--- src/rtl/mem_stage_pkg.sv ---
// Shared types and constants for the MEM pipeline stage.
package mem_stage_pkg;
  localparam int XLEN        = 64;
  localparam int REGADDR_W   = 5;
  localparam int TIMEOUT_DEF = 16;

  typedef enum logic {IDLE = 1'b0, WAIT = 1'b1} mem_state_e;

  // Write-back control captured when a memory access is launched.
  typedef struct packed {
    logic [REGADDR_W-1:0] rd;
    logic                 regwrite;
    logic                 memtoreg;
  } wb_ctrl_t;
endpackage

--- src/rtl/mem_access_stage_if.sv ---
// Data-memory request/response bus between the MEM stage and the memory.
interface mem_access_stage_if;
  import mem_stage_pkg::*;

  logic            mem_req;
  logic            mem_we;
  logic [XLEN-1:0] mem_addr;
  logic [XLEN-1:0] mem_wdata;
  logic            mem_ack;
  logic [XLEN-1:0] mem_rdata;

  modport master (output mem_req, mem_we, mem_addr, mem_wdata,
                  input  mem_ack, mem_rdata);
  modport slave  (input  mem_req, mem_we, mem_addr, mem_wdata,
                  output mem_ack, mem_rdata);
endinterface

--- src/rtl/mem_timeout_ctr.sv ---
// WAIT-cycle counter: cleared on load, counts while enabled, flags the last allowed cycle.
module mem_timeout_ctr
  import mem_stage_pkg::*;
#(
  parameter int TIMEOUT = TIMEOUT_DEF
) (
  input  logic clk,
  input  logic reset,
  input  logic load,
  input  logic en,
  output logic expire
);
  localparam int            CW   = (TIMEOUT > 1) ? $clog2(TIMEOUT) : 1;
  localparam logic [CW-1:0] LAST = CW'(TIMEOUT - 1);

  logic [CW-1:0] cnt;

  always_ff @(posedge clk or negedge reset) begin
    if (!reset)             cnt <= '0;
    else if (load)          cnt <= '0;
    else if (en && !expire) cnt <= cnt + CW'(1);
  end

  assign expire = en && (cnt == LAST);
endmodule

--- src/rtl/mem_access_stage.sv ---
// MEM pipeline stage: issues loads/stores, stalls the front end until ack/timeout, drives MEM/WB.
// Optional MEM_ALIGN_CHECK_EN rejects non-8-byte-aligned accesses and adds misalign_err.
module mem_access_stage
  import mem_stage_pkg::*;
#(
  parameter int TIMEOUT = TIMEOUT_DEF
) (
  input  logic                 clk,
  input  logic                 reset,
  input  logic [REGADDR_W-1:0] rd_in,
  input  logic                 regwrite_in,
  input  logic                 memtoreg_in,
  input  logic                 memread_in,
  input  logic                 memwrite_in,
  input  logic                 branch_in,
  input  logic                 zero_in,
  input  logic [XLEN-1:0]      result_in,
  input  logic [XLEN-1:0]      data_in,
  input  logic [XLEN-1:0]      pc_in,
  mem_access_stage_if.master   mem,
  output logic                 stall,
  output logic                 pcsrc,
  output logic [XLEN-1:0]      branch_target,
  output logic [REGADDR_W-1:0] wb_rd,
  output logic                 wb_regwrite,
  output logic                 wb_memtoreg,
  output logic [XLEN-1:0]      wb_result,
  output logic [XLEN-1:0]      wb_rdata,
`ifdef MEM_ALIGN_CHECK_EN
  output logic                 misalign_err,
`endif
  output logic                 timeout_err
);
  mem_state_e      state;
  wb_ctrl_t        held;
  logic            req_q, we_q;
  logic [XLEN-1:0] addr_q, wdata_q;
  logic            mem_op, start, expire, in_wait;

  assign mem_op  = memread_in | memwrite_in;
  assign in_wait = (state == WAIT);
`ifdef MEM_ALIGN_CHECK_EN
  logic misaligned;
  assign misaligned = mem_op && (result_in[2:0] != 3'b000);
  assign start      = (state == IDLE) && mem_op && !misaligned;
`else
  assign start      = (state == IDLE) && mem_op;
`endif

  // Stall releases in the same cycle the access completes or gives up.
  assign stall = start || (in_wait && !mem.mem_ack && !expire);

  assign pcsrc         = branch_in & zero_in;
  assign branch_target = pc_in;

  assign mem.mem_req   = req_q;
  assign mem.mem_we    = we_q;
  assign mem.mem_addr  = addr_q;
  assign mem.mem_wdata = wdata_q;

  mem_timeout_ctr #(.TIMEOUT(TIMEOUT)) u_ctr (
    .clk    (clk),
    .reset  (reset),
    .load   (start),
    .en     (in_wait),
    .expire (expire)
  );

  always_ff @(posedge clk or negedge reset) begin
    if (!reset) begin
      state       <= IDLE;
      held        <= '0;
      req_q       <= 1'b0;
      we_q        <= 1'b0;
      addr_q      <= '0;
      wdata_q     <= '0;
      wb_rd       <= '0;
      wb_regwrite <= 1'b0;
      wb_memtoreg <= 1'b0;
      wb_result   <= '0;
      wb_rdata    <= '0;
      timeout_err <= 1'b0;
`ifdef MEM_ALIGN_CHECK_EN
      misalign_err <= 1'b0;
`endif
    end else begin
      case (state)
        IDLE: begin
          if (start) begin
            state       <= WAIT;
            req_q       <= 1'b1;
            we_q        <= memwrite_in & ~memread_in;  // load wins if both set
            addr_q      <= result_in;
            wdata_q     <= data_in;
            held        <= wb_ctrl_t'{rd: rd_in, regwrite: regwrite_in, memtoreg: memtoreg_in};
            wb_regwrite <= 1'b0;
            wb_memtoreg <= 1'b0;
          end
`ifdef MEM_ALIGN_CHECK_EN
          else if (misaligned) begin
            wb_regwrite  <= 1'b0;
            wb_memtoreg  <= 1'b0;
            misalign_err <= 1'b1;
          end
`endif
          else begin
            wb_rd       <= rd_in;
            wb_regwrite <= regwrite_in;
            wb_memtoreg <= memtoreg_in;
            wb_result   <= result_in;
          end
        end
        WAIT: begin
          if (mem.mem_ack) begin
            state       <= IDLE;
            req_q       <= 1'b0;
            wb_rd       <= held.rd;
            wb_regwrite <= held.regwrite & ~we_q;
            wb_memtoreg <= held.memtoreg;
            wb_result   <= addr_q;
            if (!we_q) wb_rdata <= mem.mem_rdata;
          end else begin
            wb_regwrite <= 1'b0;
            wb_memtoreg <= 1'b0;
            if (expire) begin
              state       <= IDLE;
              req_q       <= 1'b0;
              timeout_err <= 1'b1;
            end
          end
        end
      endcase
    end
  end
endmodule

--- src/flat_wrapper.sv ---
// flat-port wrapper written by rule: the top's interface ports become plain ports
module mem_access_stage_flat import mem_stage_pkg::*;
#(
  parameter int TIMEOUT = TIMEOUT_DEF
)
  (clk, reset, rd_in, regwrite_in, memtoreg_in, memread_in, memwrite_in, branch_in, zero_in, result_in, data_in, pc_in, stall, pcsrc, branch_target, wb_rd, wb_regwrite, wb_memtoreg, wb_result, wb_rdata, timeout_err, mem_mem_req, mem_mem_we, mem_mem_addr, mem_mem_wdata, mem_mem_ack, mem_mem_rdata);
  mem_access_stage_if mem_i ();
  input  logic clk;
  input  logic reset;
  input  logic [REGADDR_W-1:0] rd_in;
  input  logic regwrite_in;
  input  logic memtoreg_in;
  input  logic memread_in;
  input  logic memwrite_in;
  input  logic branch_in;
  input  logic zero_in;
  input  logic [XLEN-1:0] result_in;
  input  logic [XLEN-1:0] data_in;
  input  logic [XLEN-1:0] pc_in;
  output logic stall;
  output logic pcsrc;
  output logic [XLEN-1:0] branch_target;
  output logic [REGADDR_W-1:0] wb_rd;
  output logic wb_regwrite;
  output logic wb_memtoreg;
  output logic [XLEN-1:0] wb_result;
  output logic [XLEN-1:0] wb_rdata;
  output logic timeout_err;
  output wire logic [$bits(mem_i.mem_req)-1:0] mem_mem_req;
  output wire logic [$bits(mem_i.mem_we)-1:0] mem_mem_we;
  output wire logic [$bits(mem_i.mem_addr)-1:0] mem_mem_addr;
  output wire logic [$bits(mem_i.mem_wdata)-1:0] mem_mem_wdata;
  input wire logic [$bits(mem_i.mem_ack)-1:0] mem_mem_ack;
  input wire logic [$bits(mem_i.mem_rdata)-1:0] mem_mem_rdata;
  assign mem_mem_req = mem_i.mem_req;
  assign mem_mem_we = mem_i.mem_we;
  assign mem_mem_addr = mem_i.mem_addr;
  assign mem_mem_wdata = mem_i.mem_wdata;
  assign mem_i.mem_ack = mem_mem_ack;
  assign mem_i.mem_rdata = mem_mem_rdata;
  mem_access_stage #(.TIMEOUT(TIMEOUT)) u_core (.clk(clk), .reset(reset), .rd_in(rd_in), .regwrite_in(regwrite_in), .memtoreg_in(memtoreg_in), .memread_in(memread_in), .memwrite_in(memwrite_in), .branch_in(branch_in), .zero_in(zero_in), .result_in(result_in), .data_in(data_in), .pc_in(pc_in), .mem(mem_i), .stall(stall), .pcsrc(pcsrc), .branch_target(branch_target), .wb_rd(wb_rd), .wb_regwrite(wb_regwrite), .wb_memtoreg(wb_memtoreg), .wb_result(wb_result), .wb_rdata(wb_rdata), .timeout_err(timeout_err));
endmodule
--- config.mk ---
export PLATFORM = sky130hd
export DESIGN_NAME = mem_access_stage_flat
export DESIGN_NICKNAME = d
export VERILOG_FILES = /design/src/rtl/mem_stage_pkg.sv /design/src/rtl/mem_access_stage_if.sv /design/src/rtl/mem_timeout_ctr.sv /design/src/rtl/mem_access_stage.sv /design/src/flat_wrapper.sv
export SDC_FILE = /design/constraint.sdc
export NUM_CORES = 1
export LEC_CHECK = 0
export ABC_AREA = 1
export CAP_MARGIN = 20
export CORE_AREA = 2 2 234 236
export DETAILED_ROUTE_END_ITERATION = 10
export DIE_AREA = 0 0 236 238
export MAX_ROUTING_LAYER = met4
export PLACE_DENSITY = 0.6
export REMOVE_ABC_BUFFERS = 1
export SLEW_MARGIN = 20
export SYNTH_ARGS = -nofsm -noshare
export SYNTH_HDL_FRONTEND = slang
export SYNTH_SLANG_ARGS = --single-unit
--- constraint.sdc ---
create_clock -name clk -period 1.85 [get_ports clk]
set_input_delay 0.37 -clock clk [delete_from_list [all_inputs] [get_ports clk]]
set_output_delay 0.37 -clock clk [all_outputs]
set_load 0.02 [all_outputs]
Yosys cells after proc, flatten, opt, wreduce, memory -nomap -nowiden. Cells that the tools add are included.

Bits in registers: 278. Output and inout bits: 332. Input bits: 270.

Bitwise gates (word level): 8. Multiplexer cells: 22. Eq/ne operators: 5. Reductions and logical operators: 14. Add/subtract/negate cells: 1.

Operator list (number): $mux W64 (2); $pmux W64 S2 (1); $mux W1 (10); $mux W5 (2); $pmux W5 S2 (1); $mux W4 (2); $pmux W1 S2 (4); $reduce_and A2 Y1 (3); $reduce_and A3 Y1 (2); $logic_and A1 B1 Y1 (5); $add A4 B1 Y4 const B (1); $eq A4 B4 Y1 const B (1); $ne A2 B2 Y1 const B (2); $not A1 Y1 (4); $and A1 B1 Y1 (3); $ne A3 B3 Y1 const B (1); $logic_not A1 Y1 (2); $ne A2 B1 Y1 const B (1); $reduce_bool A2 Y1 (1); $logic_or A1 B1 Y1 (1); $or A1 B1 Y1 (1).

Logic depth before layout (Yosys ltp).
Word-level depth: 6. Gate-level depth with buffers: 8. Depth with buffers taken out: 7.

Modules after synthesis. A second synthesis with hierarchy kept.

Cells, all modules: 1420. Area total of the unflattened synthesis: 11985.2 sq um.

By module, submodules not included: mem_access_stage (instances 1, cells each 1390, area an instance 11756.3 sq um); mem_timeout_ctr (instances 1, cells each 30, area an instance 229.0 sq um).

Worst setup path before layout. No wires, ideal clock.

Kind: register -> output. From: register u_core.state, in the netlist u_core.in_wait. To: output stall. Data arrival time: 1145 ps. Path buffers: 3. Setup slack: 335 ps. Cell stages (with the launch flop): 7. Path through: dfrtp_1 buf_4 inv_2 o21ai_4 buf_4 buf_2 nand2_1.

Word-level cells in the longest chain between the ends: 4. Elaborated cells between the ends (all ways): 7.

RTL lines: from (decl) (line mem_access_stage.sv:34) `mem_state_e state;`; from (signal assigned) (line mem_access_stage.sv:71) `state <= IDLE;`; from (signal assigned) (line mem_access_stage.sv:90) `state <= WAIT;`; from (signal assigned) (line mem_access_stage.sv:115) `state <= IDLE;`; $logic_and A1 B1 Y1 (line mem_timeout_ctr.sv:24) `assign expire = en && (cnt == LAST);`; $logic_not A1 Y1 (line mem_access_stage.sv:51) `assign stall = start || (in_wait && !mem.mem_ack && !expire);`; $logic_and A1 B1 Y1 (line mem_access_stage.sv:51); $logic_or A1 B1 Y1 * (line mem_access_stage.sv:51); to (decl) (line flat_wrapper.sv:20) `output logic stall;`.

Mark *: on every way between the ends. The rest lies on a longest branch, timed or not.

Final worst setup path.
From: register u_core.u_ctr.cnt[1]. To: output stall.

Word-level cells in the longest chain between the ends: 5.

RTL lines: from (decl) (line mem_timeout_ctr.sv:16) `logic [CW-1:0] cnt;`; from (signal assigned) (line mem_timeout_ctr.sv:21) `else if (en && !expire) cnt <= cnt + CW'(1);`; $eq A4 B4 Y1 (line mem_timeout_ctr.sv:24); $logic_and A1 B1 Y1 (line mem_timeout_ctr.sv:24); $logic_not A1 Y1 (line mem_access_stage.sv:51); $logic_and A1 B1 Y1 (line mem_access_stage.sv:51); $logic_or A1 B1 Y1 (line mem_access_stage.sv:51).

No other way between the ends.

==> results.md <==
* Status: finished, violations left
* Violated checks: negative setup slack
* CORE AREA at 53,500 sq um
* Internal power at 17.5 mW
* Comb pwr share at 0.410
* Synthesized cell area at 12,200 sq um
* Hold/Removal Path Class: input pin to async pin
* Initial core utilization at 0.228
* Clk root buf: clkbuf_16
* CP required at 1.48 ns
* Fraction of the yosys area taken by sequential cells at 0.570
* Actual slew at the worst max-slew pin at 0.604 ns
* Crit path kind: flop to primary output
* Largest net degree at the start of global routing at 141
* Multiplexer share of the synthesized area at 0
* CTS max path bufs at 3
* Vias at 10,964
* Fin crit share at 1.03
* Largest family of logic cells by synthesized area: simple AND/OR/NAND/NOR gates
* HPWL Detailed at 31,800 microns
* Total global routing overflow at 0
* Max-cap check violation count at 0
* Mapped Cells at 1,428
* Routed WL at 43,400 microns
* Most frequent cells in the layout: 488 x nand2_1, 277 x dfrtp_1, 266 x dlygate4sd2_1, 204 x clkdlybuf4s50_1, 187 x o21ai_0
* Setup WS post-layout at -0.0626 ns
* Worst path arrival time at 1.54 ns
* Register share of total power at 0.348
* Wire length per cell at 16.9 microns
* GRT Total Usage at 0.154
* Post-synthesis simple-gate area fraction at 0.216
* First-pass GRT wire length at 65,200 microns
* Static Leak at 9.60 nW
* Average size of a mapped cell at 8.55 sq um
* Complex-gate fraction of the synthesized area at 0.0876
* FP Rows at 85
* Die area at 56,200 sq um
* Minimum clock period at 1.91 ns
* CP Max Fanout at 2
* Port Buffers at 473
* Netlist cell types at 21
* Synth Warn # at 0
* Clk pwr share at 0.242
* XOR/XNOR Fraction of Synth Area at 0
* Die X at 236 microns
* Rel. slew slack at 0.597
* Initial antenna violation count at 1
* Die Y-Extent at 238 microns
* Startpoint types: flop
* Sequential cell area at 6960 sq um
* Switching share of power at 0.399
* Final antenna-violating net count at 0
* Most common cell after layout, fill and taps aside: nand2_1
* CTS tree: done
* Max IR drop VDD at 624 uV
* Pins Over Slew Limit at 0
* Fmax at 523 MHz
* Net switching power at 11.6 mW
* Final net count at 2,120
* Skew final at 0.00935 ns
* Initial drt markers at 540
* First drt pass iteration count at 5
* Clk_lat worst skew at 0.52 ns
* Crit path capture type: primary output
* Worst-path clk slew at 0.06 ns
* Multi-input gate area at 3750 sq um
* Synthesized flop and latch total at 278
* Area grow syn2layout at 50.7%
* Endpoints failing setup at 1
* H-tree Lvls at 2
* Worst slack, placed at -0.314 ns
* FILL cells at 5,546
* Setup tns final at -0.0626 ns
* Drc violations at 0
* RePlAce Congestion at 0.843
* CTS Buf Count at 34
* Final Hold Vio Count at 0
* Clock sinks at 278
* Via/cell ratio at 4.27
* Pwr Density at 1580 nW/um^2
* Post-Synth Adder-Cell Area at 0.00102
* Vias in the first global route at 10,881
* Share of cells above drive strength 1 at 0.0753
* RSZ-0062 raised after global routing: yes
* Top-level I/O count at 602
==> what timing repair did <==
action                                  4_1_cts  5_1_grt
pin swaps                                     0        3
resized for setup                           276        2
hold endpoints to repair                     27        0
endpoints found under the setup margin      267        1
setup buffers                                 0        3
hold buffers                                  1        0
==> cell usage after synthesis <==
library cell | number | share of area
a21oi_1 | 3 | 0.0012
o21ai_4 | 1 | 0.0013
buf_6 | 8 | 0.0074
clkbuf_1 | 20 | 0.0061
o21bai_1 | 1 | 0.00061
dfrtp_1 | 278 | 0.57
o21ai_0 | 187 | 0.077
nor2_1 | 2 | 0.00061
inv_2 | 1 | 0.00031
nand4_1 | 1 | 0.00051
nand3_1 | 131 | 0.054
ha_1 | 1 | 0.0010
nand2_4 | 2 | 0.0018
buf_4 | 78 | 0.048
nand2_2 | 1 | 0.00051
o21ai_1 | 19 | 0.0078
inv_4 | 1 | 0.00051
nand3_2 | 9 | 0.0074
nand2_1 | 493 | 0.15
inv_1 | 145 | 0.045
buf_2 | 46 | 0.019
==> cell families after synthesis <==
group                    after synthesis
AND/OR/NAND/NOR                      639
adder cells (fa/ha/maj)                1
AO/OA/AOI/OAI                        211
flip-flops                           278
buffers and inverters                299
==> power groups by stage <==
stage / sequential [mW] / clock [mW] / combinational [mW]
2_1_floorplan: 13.2 / 0 / 3.16
3_3_place_gp: 10.2 / 0 / 13.7
3_5_place_dp: 10.3 / 0 / 13.7
4_1_cts: 10.2 / 7.34 / 12.1
5_1_grt: 10.5 / 7.56 / 13.0
6_report: 10.2 / 7.06 / 11.9
==> area by class of cell <==
cell class,instances,share of cell area
Antenna cell,1,0.000136
Multi-Input combinational cell,851,0.203
Timing Repair Buffer,537,0.276
Tap cell,696,0.0473
Sequential cell,278,0.378
Clock buffer,52,0.0572
Inverter,147,0.0301
Clock inverter,7,0.00734
==> registers in the layout (all words and copies together) (netlist names) <==
signal	count
u_core.wb_rdata	64
u_core.held	7
u_core.in_wait	1
u_core.mem.mem_addr	64
u_core.mem.mem_req	1
u_core.mem.mem_wdata	64
u_core.mem.mem_we	1
u_core.wb_memtoreg	1
u_core.wb_rd	5
u_core.timeout_err	1
u_core.wb_result	64
u_core.u_ctr.cnt	4
u_core.wb_regwrite	1
==> metal layers <==
layer | share of wire | track usage
met1 | 0.42 | 0.182
met2 | 0.43 | 0.229
met3 | 0.13 | 0.0853
met4 | 0.017 | 0.0345
met5 | 0 | -
==> through the flow <==
step	instance area (sq um)	hold WS [ns]	std cells	util	power, mW
4_1_cts	18400	0.330	2565	0.344	29.6
6_report	18400	0.356	2569	0.344	29.2
5_1_grt	18400	0.360	2568	0.344	31.0
2_1_floorplan	11200	0.0744	1276	-	16.4
3_3_place_gp	17500	0.307	2505	0.327	23.9
3_5_place_dp	17500	0.309	2505	0.327	24.1
==> critical path, cell delays in order, from the launching register on <==
cell and delay [ns]:
dfrtp_1 0.39, ha_2 0.20, nand2_2 0.07, inv_2 0.03, nand2_2 0.08, nand2_2 0.06
nand2_2 0.08, buf_6 0.12
==> final timing paths <==
check	from	endpoint	slack, ns	depth (start not counted)
setup / recovery	u_core.u_ctr.cnt[1]	stall	-0.06	7
hold / removal	reset	u_core.wb_rdata[17]	0.36	2
setup reg to reg	u_core.in_wait	u_core.mem.mem_wdata[30]	0.26	7
hold reg to reg	u_core.wb_rdata[31]	u_core.wb_rdata[31]	0.46	2
max in group asynchronous	reset	u_core.wb_result[9]	0.69	3
min in group clk	data_in[6]	u_core.mem.mem_wdata[6]	0.40	3
Power figures use the tool's default switching activity.
